<file path="src/rtl/pattern_scheduler_pkg.sv">
// Shared types for the pattern scheduler: generator field encodings, entry
// layout and the scheduler state encoding.
package pattern_scheduler_pkg;

  localparam int MODE_W  = 3;
  localparam int CONST_W = 12;
  localparam int X_W     = 2;
  localparam int Y_W     = 2;
  localparam int CFG_W   = MODE_W + CONST_W + X_W + Y_W;

  // Mode 0 is the generator's idle/blank mode; other codes pass through untouched.
  localparam logic [MODE_W-1:0] MODE_OFF = '0;

  typedef enum logic [1:0] {
    VAL_RAMP  = 2'b00,
    VAL_CONST = 2'b01,
    VAL_ONES  = 2'b10,
    VAL_OUT   = 2'b11
  } val_sel_e;

  localparam logic SEL_BINARY = 1'b0;
  localparam logic SEL_GRAY   = 1'b1;

  typedef enum logic [1:0] {
    ST_IDLE  = 2'd0,
    ST_ARMED = 2'd1,
    ST_RUN   = 2'd2
  } sched_state_e;

  typedef struct packed {
    logic [MODE_W-1:0]  mode;
    logic [CONST_W-1:0] const_val;
    logic [X_W-1:0]     x;
    logic [Y_W-1:0]     y;
  } cfg_t;

endpackage

</file>
<file path="src/rtl/pattern_playlist_ram.sv">
// Playlist storage: register array with one synchronous write port and one
// combinational, write-first read port; cleared by the asynchronous reset.
module pattern_playlist_ram #(
  parameter int DEPTH = 8,
  parameter int IDX_W = 3,
  parameter int W     = 23
) (
  input  logic             clk,
  input  logic             rst_n,
  input  logic             wr_en,
  input  logic [IDX_W-1:0] wr_addr,
  input  logic [W-1:0]     wr_data,
  input  logic [IDX_W-1:0] rd_addr,
  output logic [W-1:0]     rd_data
);

  logic [W-1:0] mem_q [DEPTH];

  always_ff @(posedge clk or negedge rst_n) begin
    if (!rst_n) begin
      for (int i = 0; i < DEPTH; i++) begin
        mem_q[i] <= '0;
      end
    end else if (wr_en) begin
      mem_q[wr_addr] <= wr_data;
    end
  end

  // A same-cycle write to the address being loaded must win.
  assign rd_data = (wr_en && (wr_addr == rd_addr)) ? wr_data : mem_q[rd_addr];

endmodule

</file>
<file path="src/rtl/pattern_scheduler.sv">
// Frame-level playlist sequencer in front of the pattern generator.
// Define PATSCHED_LOOP_EN to honour the loop input; otherwise it is ignored.
module pattern_scheduler
  import pattern_scheduler_pkg::*;
#(
  parameter int DEPTH = 8,
  parameter int IDX_W = 3,
  parameter int REP_W = 4
) (
  input  logic             clk,
  input  logic             rst_n,
  input  logic             f_sync,
  input  logic             sync,
  input  logic             cfg_wr,
  input  logic [IDX_W-1:0] cfg_addr,
  input  logic [2:0]       cfg_mode,
  input  logic [11:0]      cfg_const,
  input  logic [1:0]       cfg_x,
  input  logic [1:0]       cfg_y,
  input  logic [REP_W-1:0] cfg_rep,
  input  logic [IDX_W-1:0] last_idx,
  input  logic             loop,
  input  logic             start,
  input  logic             stop,
  output logic             pg_f_sync,
  output logic             pg_sync,
  output logic [2:0]       Mode,
  output logic [11:0]      constVal,
  output logic [1:0]       X,
  output logic [1:0]       Y,
  output logic [IDX_W-1:0] entry_idx,
  output logic             running,
  output logic             done
);

  localparam int ENTRY_W = CFG_W + REP_W;

  sched_state_e     state_q, state_d;
  cfg_t             cfg_q, cfg_d;
  logic [IDX_W-1:0] idx_q, idx_d, rd_addr;
  logic [REP_W-1:0] rep_q, rep_d, frm_cnt_q, frm_cnt_d;
  logic             stop_pend_q, stop_pend_d;
  logic             done_q, done_d;
  logic             pg_f_sync_q, pg_sync_q;
  logic             load;
  logic             loop_en;
  logic [ENTRY_W-1:0] wr_data, rd_data;
  logic [REP_W:0]   rep_eff, frm_next;

`ifdef PATSCHED_LOOP_EN
  assign loop_en = loop;
`else
  logic unused_loop;
  assign unused_loop = loop;
  assign loop_en     = 1'b0;
`endif

  assign wr_data = {cfg_mode, cfg_const, cfg_x, cfg_y, cfg_rep};

  // The only entries ever loaded are entry 0 and the successor of the active one.
  assign rd_addr = ((state_q == ST_RUN) && (idx_q != last_idx)) ? idx_q + 1'b1 : '0;

  pattern_playlist_ram #(
    .DEPTH (DEPTH),
    .IDX_W (IDX_W),
    .W     (ENTRY_W)
  ) u_playlist (
    .clk     (clk),
    .rst_n   (rst_n),
    .wr_en   (cfg_wr),
    .wr_addr (cfg_addr),
    .wr_data (wr_data),
    .rd_addr (rd_addr),
    .rd_data (rd_data)
  );

  assign rep_eff  = (rep_q == '0) ? (REP_W+1)'(1) : {1'b0, rep_q};
  assign frm_next = {1'b0, frm_cnt_q} + 1'b1;

  always_comb begin
    state_d     = state_q;
    cfg_d       = cfg_q;
    idx_d       = idx_q;
    rep_d       = rep_q;
    frm_cnt_d   = frm_cnt_q;
    stop_pend_d = stop_pend_q;
    done_d      = 1'b0;
    load        = 1'b0;

    case (state_q)
      ST_IDLE: begin
        if (start && !stop) state_d = ST_ARMED;
      end
      ST_ARMED: begin
        if (stop) begin
          state_d = ST_IDLE;
        end else if (f_sync) begin
          load    = 1'b1;
          state_d = ST_RUN;
        end
      end
      ST_RUN: begin
        if (stop) stop_pend_d = 1'b1;
        if (f_sync) begin
          if (stop_pend_q) begin
            state_d     = ST_IDLE;
            cfg_d       = '0;
            idx_d       = '0;
            rep_d       = '0;
            frm_cnt_d   = '0;
            stop_pend_d = 1'b0;
          end else if (frm_next < rep_eff) begin
            frm_cnt_d = (&frm_cnt_q) ? frm_cnt_q : frm_cnt_q + 1'b1;
          end else if ((idx_q != last_idx) || loop_en) begin
            load = 1'b1;
          end else begin
            done_d      = 1'b1;
            state_d     = ST_IDLE;
            stop_pend_d = 1'b0;
          end
        end
      end
      default: state_d = ST_IDLE;
    endcase

    if (load) begin
      cfg_d     = rd_data[ENTRY_W-1:REP_W];
      rep_d     = rd_data[REP_W-1:0];
      idx_d     = rd_addr;
      frm_cnt_d = '0;
    end
  end

  always_ff @(posedge clk or negedge rst_n) begin
    if (!rst_n) begin
      state_q     <= ST_IDLE;
      cfg_q       <= '0;
      idx_q       <= '0;
      rep_q       <= '0;
      frm_cnt_q   <= '0;
      stop_pend_q <= 1'b0;
      done_q      <= 1'b0;
      pg_f_sync_q <= 1'b0;
      pg_sync_q   <= 1'b0;
    end else begin
      state_q     <= state_d;
      cfg_q       <= cfg_d;
      idx_q       <= idx_d;
      rep_q       <= rep_d;
      frm_cnt_q   <= frm_cnt_d;
      stop_pend_q <= stop_pend_d;
      done_q      <= done_d;
      pg_f_sync_q <= f_sync;
      pg_sync_q   <= sync;
    end
  end

  assign pg_f_sync = pg_f_sync_q;
  assign pg_sync   = pg_sync_q;
  assign Mode      = cfg_q.mode;
  assign constVal  = cfg_q.const_val;
  assign X         = cfg_q.x;
  assign Y         = cfg_q.y;
  assign entry_idx = idx_q;
  assign running   = (state_q != ST_IDLE);
  assign done      = done_q;

endmodule

</file>
<file path="config.mk">
export PLATFORM = sky130hd
export DESIGN_NAME = pattern_scheduler
export DESIGN_NICKNAME = d
export VERILOG_FILES = /design/src/rtl/pattern_scheduler_pkg.sv /design/src/rtl/pattern_playlist_ram.sv /design/src/rtl/pattern_scheduler.sv
export SDC_FILE = /design/constraint.sdc
export NUM_CORES = 1
export LEC_CHECK = 0
export ABC_AREA = 1
export BUFFER_PORTS_ARGS = -buffer_cell sky130_fd_sc_hd__buf_2
export CORE_MARGIN = 5
export CORE_UTILIZATION = 30
export CTS_BUF_LIST = sky130_fd_sc_hd__clkbuf_8
export CTS_CLUSTER_SIZE = 10
export DETAILED_ROUTE_END_ITERATION = 12
export GPL_ROUTABILITY_DRIVEN = 1
export PLACE_DENSITY = 0.45
export SLEW_MARGIN = 20
export SYNTH_ARGS = -nofsm -noshare
export SYNTH_HDL_FRONTEND = slang
export SYNTH_SLANG_ARGS = --single-unit
</file>
<file path="constraint.sdc">
create_clock -name clk -period 5.2 [get_ports clk]
set_input_delay 1.04 -clock clk [delete_from_list [all_inputs] [get_ports clk]]
set_output_delay 1.04 -clock clk [all_outputs]
set_load 0.01 [all_outputs]
</file>
==> results.sh, run 1 <==
export IMPL_cts_root_to_sink_buffers=3
export IMPL_fmaxAchievable_ghz=0.292
export IMPL_core_area_um2=36300
export IMPL_data_required_critical_path_ns=5.67
export IMPL_synth_yosys_warnings=0
export IMPL_worst_slew_pin_slew_ns=1.08
export IMPL_post_synth_most_frequent_cells="459 x sky130_fd_sc_hd__nand2_1, 220 x sky130_fd_sc_hd__dfrtp_1, 164 x sky130_fd_sc_hd__o21ai_0"
export IMPL_grt_pass1_wl_um=56200
export IMPL_detail_route_vias_per_cell=4.85
export IMPL_ys_async_sr_fraction_pct=100
export IMPL_min_delay_worst_endpoint="u_playlist.mem_q[166]"
export IMPL_antenna_violating_nets_post_route=0
export IMPL_regToRegSetupSlack_ns=1.78
export IMPL_max_vdd_ir_drop_uv=189
export IMPL_placement_cell_area_um2=11600
export IMPL_final_min_period_over_clock_period_pct=65.8
export IMPL_wl_per_cell_um=18.1
export IMPL_grt_pass1_vias=9173
export IMPL_critical_path_startpoint="state_q[0]"
export IMPL_run_status="finished clean"
export IMPL_netlist_area_um2=10900
export IMPL_rr_startpoint="state_q[0]"
export IMPL_yosysTopAreaCellShare_pct=50.3
export IMPL_cts_post_setup_buffers_inserted=0
export IMPL_finalWorstPathRequiredPeriod_ns=3.42
export IMPL_filler_cell_count=3885
export IMPL_worst_setup_path_class="flip-flop to flip-flop"
export IMPL_ys_seq_elements=220
export IMPL_critical_path_peak_fanout=44
export IMPL_final_setup_skew_ns=0.0184
export IMPL_tritoncts_num_buffers=41
export IMPL_firstDrtPassIters=5
export IMPL_die_h_um=201
export IMPL_largest_net_degree_at_the_start_of_global_routing=105
export IMPL_post_synth_top_area_cell="sky130_fd_sc_hd__dfrtp_1"
export IMPL_cp_data_arrival_time_ns=3.89
export IMPL_clk_pin_slew_worst_paths_ns=0.06
export IMPL_critical_path_endpoint_type="flip-flop"
export IMPL_slew_limit_headroom_pct=28.2
export IMPL_finalWeightedCongestion=0.744
export IMPL_clock_sinks=220
export IMPL_fp_dieArea_um2=40400
export IMPL_p_leak_uw=0.00659
export IMPL_holdCritPathClass="flip-flop to flip-flop"
export IMPL_power_density_nw_per_um2=456
export IMPL_detail_route_drc_violations=0
export IMPL_initialDrtViolationCount=918
export IMPL_share_of_post_route_cells_with_drive_strength_above_1_pct=11.3
export IMPL_htreeDepth=2
export IMPL_number_of_flops_mapped_to_enable_cells_by_yosys=0
export IMPL_final_cell_area_um2=12500
export IMPL_via_count=9504
export IMPL_synth_net_count=1466
export IMPL_cts_hold_buffers=0
export IMPL_initial_utilization_pct=30.1
export IMPL_totalWireLength_um=35500
export IMPL_top_count_cell_post_synth="sky130_fd_sc_hd__nand2_1"
export IMPL_synth_flop_cell="sky130_fd_sc_hd__dfrtp_1"
export IMPL_post_cts_resized=0
export IMPL_final_cell_utilization_of_the_core_pct=34.4
export IMPL_synth_seq_area_share_pct=50.3
export IMPL_grt_util_all_layers_pct=17.5
export IMPL_drv_slew=0
export IMPL_post_synth_inst_count=1420
export IMPL_number_of_cells_on_the_worst_hold_path=2
export IMPL_design_final_nets=1503
export IMPL_fin_setup_tns_ns=0
export IMPL_worst_skew_pair_late_latency_ns=0.55
export IMPL_synthesis_area_per_instance_um2=7.71
export IMPL_placementRows=70
export IMPL_finalHoldViolCount=0
export IMPL_die_width_um=201
export IMPL_grt_overflow=0
export IMPL_netlist_cell_type_count=31
export IMPL_cts_root_buf="sky130_fd_sc_hd__clkbuf_8"
export IMPL_rsz0062_at_grt="no"
export IMPL_report_final_setup_viol=0
export IMPL_fin_worst_hold_slack_ns=0.481
export IMPL_r2r_worst_path_cells=10
export IMPL_number_of_max_capacitance_violations_reported=0
export IMPL_clock_tree_from_tritoncts="done"
export IMPL_ios=63
export IMPL_flow_area_growth_from_synthesis_pct=14.2
export IMPL_antenna_violations_before_repair=3
export IMPL_hold_path_startpoint="u_playlist.mem_q[166]"
export IMPL_port_buffer_count=61
export IMPL_netlist_top_cells_area="sky130_fd_sc_hd__dfrtp_1 50%, sky130_fd_sc_hd__nand2_1 16%, sky130_fd_sc_hd__o21ai_0 7.5%"
export IMPL_startpoint_type="flip-flop"
export IMPL_crit_reg2reg_capture="constVal[1]"
export IMPL_dp_hpwl_um=20300
==> cells in the final DEF (no fill, tap or decap), types with 3 or more instances in the layout <==
cell type,n
sky130_fd_sc_hd__inv_1,130
sky130_fd_sc_hd__buf_2,60
sky130_fd_sc_hd__nand4_1,49
sky130_fd_sc_hd__xor2_1,3
sky130_fd_sc_hd__nand3_1,149
sky130_fd_sc_hd__a21oi_1,26
sky130_fd_sc_hd__nand3_4,4
sky130_fd_sc_hd__ha_1,8
sky130_fd_sc_hd__o22ai_1,3
sky130_fd_sc_hd__clkinv_2,6
sky130_fd_sc_hd__o211ai_1,20
sky130_fd_sc_hd__dfrtp_1,219
sky130_fd_sc_hd__nor3_1,3
sky130_fd_sc_hd__inv_2,4
sky130_fd_sc_hd__clkbuf_8,56
sky130_fd_sc_hd__nand2_1,459
sky130_fd_sc_hd__or2_1,3
sky130_fd_sc_hd__nor2_1,81
sky130_fd_sc_hd__buf_4,22
sky130_fd_sc_hd__o21ai_0,164
==> final cells by class <==
type,instances,area [µm²],share of cell area [%]
clock inverter,19,109,0.871
multi-input combinational,986,4560,36.5
sequential,220,5510,44.0
antenna,1,2.50,0.0200
timing repair buffer,84,500,4.00
inverter,124,465,3.72
clock buffer,56,771,6.17
tap,468,586,4.68
==> how the worst max path moves through the flow <==
stage	endpoint	slack (ns)	depth (start not counted)
after floorplan	Y[1]	2.82	11
after global placement	constVal[1]	1.34	15
after detailed placement	constVal[1]	1.36	15
after CTS	constVal[1]	1.81	10
after global routing	constVal[0]	1.51	10
final	constVal[1]	1.78	10
==> stage by stage <==
step / power (µW) / setup slack [ns] / instances
after floorplan: 3410 / 2.82 / 1420
after global placement: 3950 / 1.34 / 1882
after detailed placement: 3960 / 1.36 / 1882
after CTS: 5770 / 1.81 / 1957
after global routing: 6110 / 1.51 / 1957
final: 5700 / 1.78 / 1958
==> power by group <==
| part | internal [µW] | leakage, µW | switching (µW) |
|---|---|---|---|
| Clock | 1010 | 0.000499 | 761 |
| Sequential | 2070 | 0.00275 | 202 |
| Combinational | 522 | 0.00333 | 1130 |
| Total | 3600 | 0.00659 | 2090 |
==> flip-flops by register name, summed over array words and instances (netlist names) <==
name	flops
entry_idx	3
pg_f_sync	1
frm_cnt_q	4
pg_sync	1
Y	2
stop_pend_q	1
constVal	12
state_q	2
done	1
Mode	3
X	2
rep_q	4
u_playlist.mem_q	184
==> kinds of logic (layout without fill, tap and decap cells) <==
| kind of cell | Yosys count | after routing | synth area share [%] |
|---|---|---|---|
| xor gates and xnor gates | 4 | 4 | 0.320 |
| AOI/OAI and AO/OA | 215 | 215 | 10.3 |
| buffers and inverters | 214 | 283 | 8.23 |
| other | 0 | 1 | 0 |
| DFF | 220 | 220 | 50.3 |
| and+or+nand+nor | 758 | 758 | 29.8 |
| adders and majority gates | 9 | 9 | 1.03 |
==> critical path, stage by stage, from the launching register on <==
cell and delay (ns):
sky130_fd_sc_hd__dfrtp_1 0.41, sky130_fd_sc_hd__inv_1 0.11, sky130_fd_sc_hd__ha_2 0.71, sky130_fd_sc_hd__nand3_4 0.45
sky130_fd_sc_hd__inv_2 0.95, sky130_fd_sc_hd__nand2_1 0.10, sky130_fd_sc_hd__nand2_1 0.10, sky130_fd_sc_hd__nand3_1 0.09
sky130_fd_sc_hd__nand3_1 0.10, sky130_fd_sc_hd__nand2_1 0.19, sky130_fd_sc_hd__nand2_1 0.10
==> per-layer routing <==
metal,share of wire (%),vias up,track usage (%)
met2,42,239,25.8
met1,50,4526,26.4
met5,0.076,-,0
met4,1.7,4,3.88
li1,-,4676,-
met3,6.4,59,3.67
(Power assumes the default switching activity.)
==> run 2, diff against run 1 <==
--- a/config.mk
+++ b/config.mk
@@ -13,7 +13,7 @@
 export CTS_CLUSTER_SIZE = 10
 export DETAILED_ROUTE_END_ITERATION = 12
 export GPL_ROUTABILITY_DRIVEN = 1
-export PLACE_DENSITY = 0.45
+export PLACE_DENSITY = 0.47
 export SLEW_MARGIN = 20
 export SYNTH_ARGS = -nofsm -noshare
 export SYNTH_HDL_FRONTEND = slang
==> constraint.sdc (replaced) <==
create_clock -name clk -period 2.8 [get_ports clk]
set_input_delay 0.56 -clock clk [delete_from_list [all_inputs] [get_ports clk]]
set_output_delay 0.56 -clock clk [all_outputs]
set_load 0.01 [all_outputs]
==> run 2 against run 1 <==
Effect of this change: the run now ends with negative hold slack left; highest routed layer unchanged; worst hold slack worse by 0.50 ns; combinational power increased by 95%; wire length down 1.9%; die area did not move; core utilization up 0.70 points; count of clock-buffer cells in the layout increased by 2; global-route usage is 0.17 points lower; critical path depth increased by 5.
==> results.sh, run 2 (synthesized netlist as in run 1, its figures left out) <==
export IMPL_run_status="complete, but fails checks"
export IMPL_violated_checks="negative hold slack"
export IMPL_worst_setup_path_class="flip-flop to flip-flop"
export IMPL_p_leak_uw=0.00675
export IMPL_largest_register_ff_count=184
export IMPL_grt_overflow=0
export IMPL_finalHoldViolCount=10
export IMPL_firstDrtPassIters=6
export IMPL_critical_path_endpoint_type="flip-flop"
export IMPL_initialDrtViolationCount=749
export IMPL_fmaxAchievable_ghz=0.397
export IMPL_clock_sinks=220
export IMPL_core_area_um2=36300
export IMPL_htreeDepth=2
export IMPL_detail_route_drc_violations=0
export IMPL_antenna_violating_nets_post_route=0
export IMPL_data_required_critical_path_ns=3.28
export IMPL_initial_utilization_pct=30.1
export IMPL_dp_hpwl_um=22400
export IMPL_antenna_violations_before_repair=3
export IMPL_clk_pin_slew_worst_paths_ns=0.06
export IMPL_fp_dieArea_um2=40400
export IMPL_slew_limit_headroom_pct=54.8
export IMPL_final_setup_skew_ns=0.0133
export IMPL_critical_path_startpoint="frm_cnt_q[1]"
export IMPL_number_of_max_capacitance_violations_reported=0
export IMPL_final_cell_utilization_of_the_core_pct=35.1
export IMPL_report_final_setup_viol=0
export IMPL_rr_startpoint="frm_cnt_q[1]"
export IMPL_regToRegSetupSlack_ns=0.28
export IMPL_startpoint_type="flip-flop"
export IMPL_largest_net_degree_at_the_start_of_global_routing=76
export IMPL_layout_cells_most_common_list="458 x sky130_fd_sc_hd__nand2_1, 219 x sky130_fd_sc_hd__dfrtp_1, 164 x sky130_fd_sc_hd__o21ai_0, 148 x sky130_fd_sc_hd__nand3_1, 135 x sky130_fd_sc_hd__inv_1"
export IMPL_post_cts_resized=0
export IMPL_tritoncts_num_buffers=42
export IMPL_final_min_period_over_clock_period_pct=89.9
export IMPL_cts_root_to_sink_buffers=3
export IMPL_fin_worst_hold_slack_ns=-0.0231
export IMPL_flow_area_growth_from_synthesis_pct=16.5
export IMPL_die_h_um=201
export IMPL_grt_pass1_vias=9331
export IMPL_ios=63
export IMPL_totalWireLength_um=34900
export IMPL_cp_data_arrival_time_ns=3.00
export IMPL_worst_skew_pair_late_latency_ns=0.55
export IMPL_rsz0062_at_grt="no"
export IMPL_critical_path_peak_fanout=11
export IMPL_placementRows=70
export IMPL_wl_per_cell_um=17.6
export IMPL_finalWeightedCongestion=0.775
export IMPL_finalWorstPathRequiredPeriod_ns=2.52
export IMPL_largest_register="u_playlist.mem_q"
export IMPL_worst_slew_pin_slew_ns=0.678
export IMPL_port_buffer_count=61
export IMPL_holdCritPathClass="input pin to async pin"
export IMPL_mostFrequentLayoutCell="sky130_fd_sc_hd__nand2_1"
export IMPL_share_of_post_route_cells_with_drive_strength_above_1_pct=12.8
export IMPL_max_vdd_ir_drop_uv=382
export IMPL_design_final_nets=1531
export IMPL_num_antenna_cells=0
export IMPL_die_width_um=201
export IMPL_grt_pass1_wl_um=56000
export IMPL_detail_route_vias_per_cell=4.85
export IMPL_cts_post_setup_buffers_inserted=0
export IMPL_power_density_nw_per_um2=836
export IMPL_clock_tree_from_tritoncts="done"
export IMPL_drv_slew=0
export IMPL_cts_root_buf="sky130_fd_sc_hd__clkbuf_8"
export IMPL_fin_setup_tns_ns=0
export IMPL_via_count=9628
export IMPL_cts_hold_buffers=0
export IMPL_grt_util_all_layers_pct=17.3
[run 2: critical path, stage by stage, from the launching register on]
cell and delay, ns:
sky130_fd_sc_hd__dfrtp_1 0.40, sky130_fd_sc_hd__ha_1 0.22, sky130_fd_sc_hd__xor2_1 0.22, sky130_fd_sc_hd__ha_1 0.29, sky130_fd_sc_hd__a21oi_1 0.15, sky130_fd_sc_hd__nor2_1 0.07
sky130_fd_sc_hd__nor3_2 0.16, sky130_fd_sc_hd__nand2_1 0.10, sky130_fd_sc_hd__nand2_1 0.06, sky130_fd_sc_hd__nand2_1 0.05, sky130_fd_sc_hd__nand2_2 0.12, sky130_fd_sc_hd__buf_4 0.21
sky130_fd_sc_hd__nand2_1 0.15, sky130_fd_sc_hd__nand2_2 0.14, sky130_fd_sc_hd__nand2_1 0.05, sky130_fd_sc_hd__nand2_1 0.06
[run 2: metrics by stage]
step | setup slack, ns | area (µm²) | instances | total power (µW)
2_1_floorplan | 0.538 | 10900 | 1420 | 6330
3_3_place_gp | 0.185 | 11900 | 1909 | 7450
3_5_place_dp | 0.127 | 11900 | 1909 | 7500
4_1_cts | 0.102 | 12700 | 1985 | 10800
5_1_grt | 0.0381 | 12800 | 1985 | 11500
6_report | 0.284 | 12800 | 1985 | 10700
[run 2: area by class of cell]
type | count | area (µm²)
clock inverters | 18 | 70.1
well taps | 468 | 586
inverters | 124 | 468
repair buffers | 111 | 753
multi-input cells | 986 | 4570
fillers | 3884 | 23600
flip-flops and latches | 220 | 5510
clock buffers | 58 | 798
[run 2: power by group]
group / switching (µW) / internal (µW) / leakage (µW)
combinational: 2120 / 1100 / 0.00349
sequential: 384 / 3850 / 0.00275
clock: 1380 / 1830 / 0.000510
total: 3890 / 6770 / 0.00675
[run 2: routing by layer]
metal	up-vias	routed length (µm)	track usage [%]
met2	233	15000	26.1
met5	-	33	0
met4	6	558	3.86
met3	53	1880	3.42
li1	4735	-	-
met1	4601	17400	25.8
[run 2: path summary, 6_finish.rpt]
| path | end | cells after the start |
|---|---|---|
| setup / recovery | frm_cnt_q[0] | 15 |
| hold / removal | u_playlist.mem_q[76] | 1 |
| setup reg to reg | frm_cnt_q[0] | 15 |
| hold reg to reg | frm_cnt_q[3] | 2 |
| max in group asynchronous | u_playlist.mem_q[42] | 2 |
| min in group clk | pg_sync | 1 |
==> run 3, diff against run 2 <==
--- a/config.mk
+++ b/config.mk
@@ -7,13 +7,14 @@
 export LEC_CHECK = 0
 export ABC_AREA = 1
 export BUFFER_PORTS_ARGS = -buffer_cell sky130_fd_sc_hd__buf_2
+export CORE_ASPECT_RATIO = 1.5
 export CORE_MARGIN = 5
 export CORE_UTILIZATION = 30
 export CTS_BUF_LIST = sky130_fd_sc_hd__clkbuf_8
 export CTS_CLUSTER_SIZE = 10
 export DETAILED_ROUTE_END_ITERATION = 12
 export GPL_ROUTABILITY_DRIVEN = 1
-export PLACE_DENSITY = 0.47
+export PLACE_DENSITY = 0.43
 export SLEW_MARGIN = 20
 export SYNTH_ARGS = -nofsm -noshare
 export SYNTH_HDL_FRONTEND = slang
==> run 3 against run 2 <==
Effect of this change: the run now ends clean; combinational power hardly changed; sequential power hardly changed; setup slack better by 0.084 ns; clock skew is 0.0099 ns higher; via count is 2.1% lower; register-to-register slack better by 0.08 ns; sequential share of layout area is 0.38 points higher; worst hold slack better by 0.15 ns; cell area is 0.86% lower; fmax is 3.4% higher; sequential cell count stayed put.
==> results.sh, run 3 (synthesized netlist as in run 1, its figures left out) <==
export IMPL_rsz0062_at_grt="no"
export IMPL_overall_power_consumption_uw=10300
export IMPL_final_min_period_over_clock_period_pct=86.9
export IMPL_dp_hpwl_um=22900
export IMPL_largest_register_ff_count=184
export IMPL_grt_util_all_layers_pct=17.5
export IMPL_max_vdd_ir_drop_uv=317
export IMPL_number_of_standard_cells_in_the_layout_taps_in_and_fillers_out=1979
export IMPL_layout_cells_most_common_list="455 x sky130_fd_sc_hd__nand2_1, 219 x sky130_fd_sc_hd__dfrtp_1, 164 x sky130_fd_sc_hd__o21ai_0, 149 x sky130_fd_sc_hd__nand3_1, 133 x sky130_fd_sc_hd__inv_1"
export IMPL_core_area_um2=35900
export IMPL_htreeDepth=2
export IMPL_worst_skew_pair_late_latency_ns=0.55
export IMPL_rr_startpoint="frm_cnt_q[0]"
export IMPL_worst_setup_path_class="flip-flop to flip-flop"
export IMPL_clk_pin_slew_worst_paths_ns=0.07
export IMPL_mostFrequentLayoutCell="sky130_fd_sc_hd__nand2_1"
export IMPL_fmaxAchievable_ghz=0.411
export IMPL_critical_path_startpoint="frm_cnt_q[0]"
export IMPL_fin_setup_tns_ns=0
export IMPL_flow_area_growth_from_synthesis_pct=15.5
export IMPL_holdCritPathClass="input pin to flip-flop"
export IMPL_grt_pass1_vias=9344
export IMPL_hold_path_startpoint="sync"
export IMPL_antenna_violating_nets_post_route=0
export IMPL_fin_worst_hold_slack_ns=0.123
export IMPL_grt_pass1_wl_um=56500
export IMPL_die_width_um=166
export IMPL_finalHoldViolCount=0
export IMPL_tritoncts_num_buffers=38
export IMPL_port_buffer_count=61
export IMPL_finalWorstPathRequiredPeriod_ns=2.43
export IMPL_drv_slew=0
export IMPL_cts_post_setup_buffers_inserted=0
export IMPL_detail_route_vias_per_cell=4.76
export IMPL_slew_limit_headroom_pct=60.6
export IMPL_startpoint_type="flip-flop"
export IMPL_placementRows=85
export IMPL_fp_dieArea_um2=40500
export IMPL_via_count=9429
export IMPL_run_status="finished clean"
export IMPL_final_cell_area_um2=12600
export IMPL_final_setup_skew_ns=0.0233
export IMPL_clock_tree_from_tritoncts="done"
export IMPL_power_density_nw_per_um2=812
export IMPL_firstDrtPassIters=5
export IMPL_report_final_setup_viol=0
export IMPL_cp_data_arrival_time_ns=2.92
export IMPL_worst_slew_pin_slew_ns=0.590
export IMPL_totalWireLength_um=35200
export IMPL_data_required_critical_path_ns=3.29
export IMPL_number_of_max_capacitance_violations_reported=0
export IMPL_wl_per_cell_um=17.8
export IMPL_critical_path_endpoint_type="flip-flop"
export IMPL_ios=63
export IMPL_design_final_nets=1525
export IMPL_p_leak_uw=0.00666
export IMPL_cts_root_to_sink_buffers=3
export IMPL_die_h_um=244
export IMPL_initial_utilization_pct=30.4
export IMPL_dp_cells=1916
export IMPL_largest_net_degree_at_the_start_of_global_routing=63
export IMPL_largest_register="u_playlist.mem_q"
export IMPL_clock_sinks=220
export IMPL_cts_root_buf="sky130_fd_sc_hd__clkbuf_8"
export IMPL_critical_path_peak_fanout=6
export IMPL_share_of_post_route_cells_with_drive_strength_above_1_pct=12.0
export IMPL_grt_overflow=0
export IMPL_initialDrtViolationCount=745
export IMPL_placement_cell_area_um2=11900
export IMPL_antenna_violations_before_repair=2
export IMPL_detail_route_drc_violations=0
export IMPL_finalWeightedCongestion=0.770
==> run 3: cell count changes in the layout (fill, tap and decap cells not counted), sizes merged <==
cell	previous run	this run
clkinv	3	2
buf	111	108
dlygate4sd3	0	1
inv	139	137
diode	0	1
clkbuf	58	46
==> run 3: worst paths after layout <==
check	to	slack [ns]	cells after the start
max reg2reg	frm_cnt_q[1]	0.37	14
max in group asynchronous	u_playlist.mem_q[83]	1.56	3
min reg2reg	frm_cnt_q[3]	0.48	2
min in group asynchronous	u_playlist.mem_q[124]	0.56	2
min	pg_sync	0.12	1
max	frm_cnt_q[1]	0.37	14
==> run 3: layout make-up <==
class / count / area [µm²]
timing repair buffer: 109 / 803
antenna: 1 / 2.50
clock inverter: 15 / 57.6
tap: 478 / 598
fill: 3926 / 23300
clock buffer: 46 / 633
sequential: 220 / 5510
multi-input combinational: 986 / 4580
inverter: 124 / 468
==> run 3: per-layer routing <==
layer  GRT usage (%)  wire (µm)
met1            23.6      16200
met2            29.0      16700
met3            2.58       1330
met4            5.32        890
met5               0         13
==> run 3: per-stage QoR <==
stage               setup WS (ns)  utilization, %
global placement            0.196            33.2
global route               0.0533            35.2
detailed placement          0.190            33.2
CTS                         0.157            35.1
finish                      0.367            35.2
floorplan                   0.538               -
==> run 3: critical path, stage by stage (launching register included) <==
cell	delay [ns]
sky130_fd_sc_hd__dfrtp_1	0.39
sky130_fd_sc_hd__ha_1	0.22
sky130_fd_sc_hd__xor2_1	0.19
sky130_fd_sc_hd__ha_1	0.27
sky130_fd_sc_hd__a21oi_1	0.14
sky130_fd_sc_hd__nor2_1	0.06
sky130_fd_sc_hd__nor3_2	0.17
sky130_fd_sc_hd__nand2_1	0.10
sky130_fd_sc_hd__nand2_1	0.06
sky130_fd_sc_hd__nand2_1	0.05
sky130_fd_sc_hd__nand2_2	0.14
sky130_fd_sc_hd__nand3_1	0.21
sky130_fd_sc_hd__nand2_1	0.21
sky130_fd_sc_hd__nand2_1	0.08
sky130_fd_sc_hd__nand2_1	0.06
==> run 3: where the power goes <==
part,leakage (µW),switching (µW),internal (µW),total [µW]
Clock,0.000409,1330,1460,2790
Combinational,0.00350,2130,1100,3220
Sequential,0.00275,394,3850,4240
==> run 3: timing repair <==
action | in CTS | in global routing
endpoints found under the hold margin | 44 | 0
hold buffers | 1 | 0
gates resized for setup | 0 | 3
endpoints found under the setup margin | 0 | 27
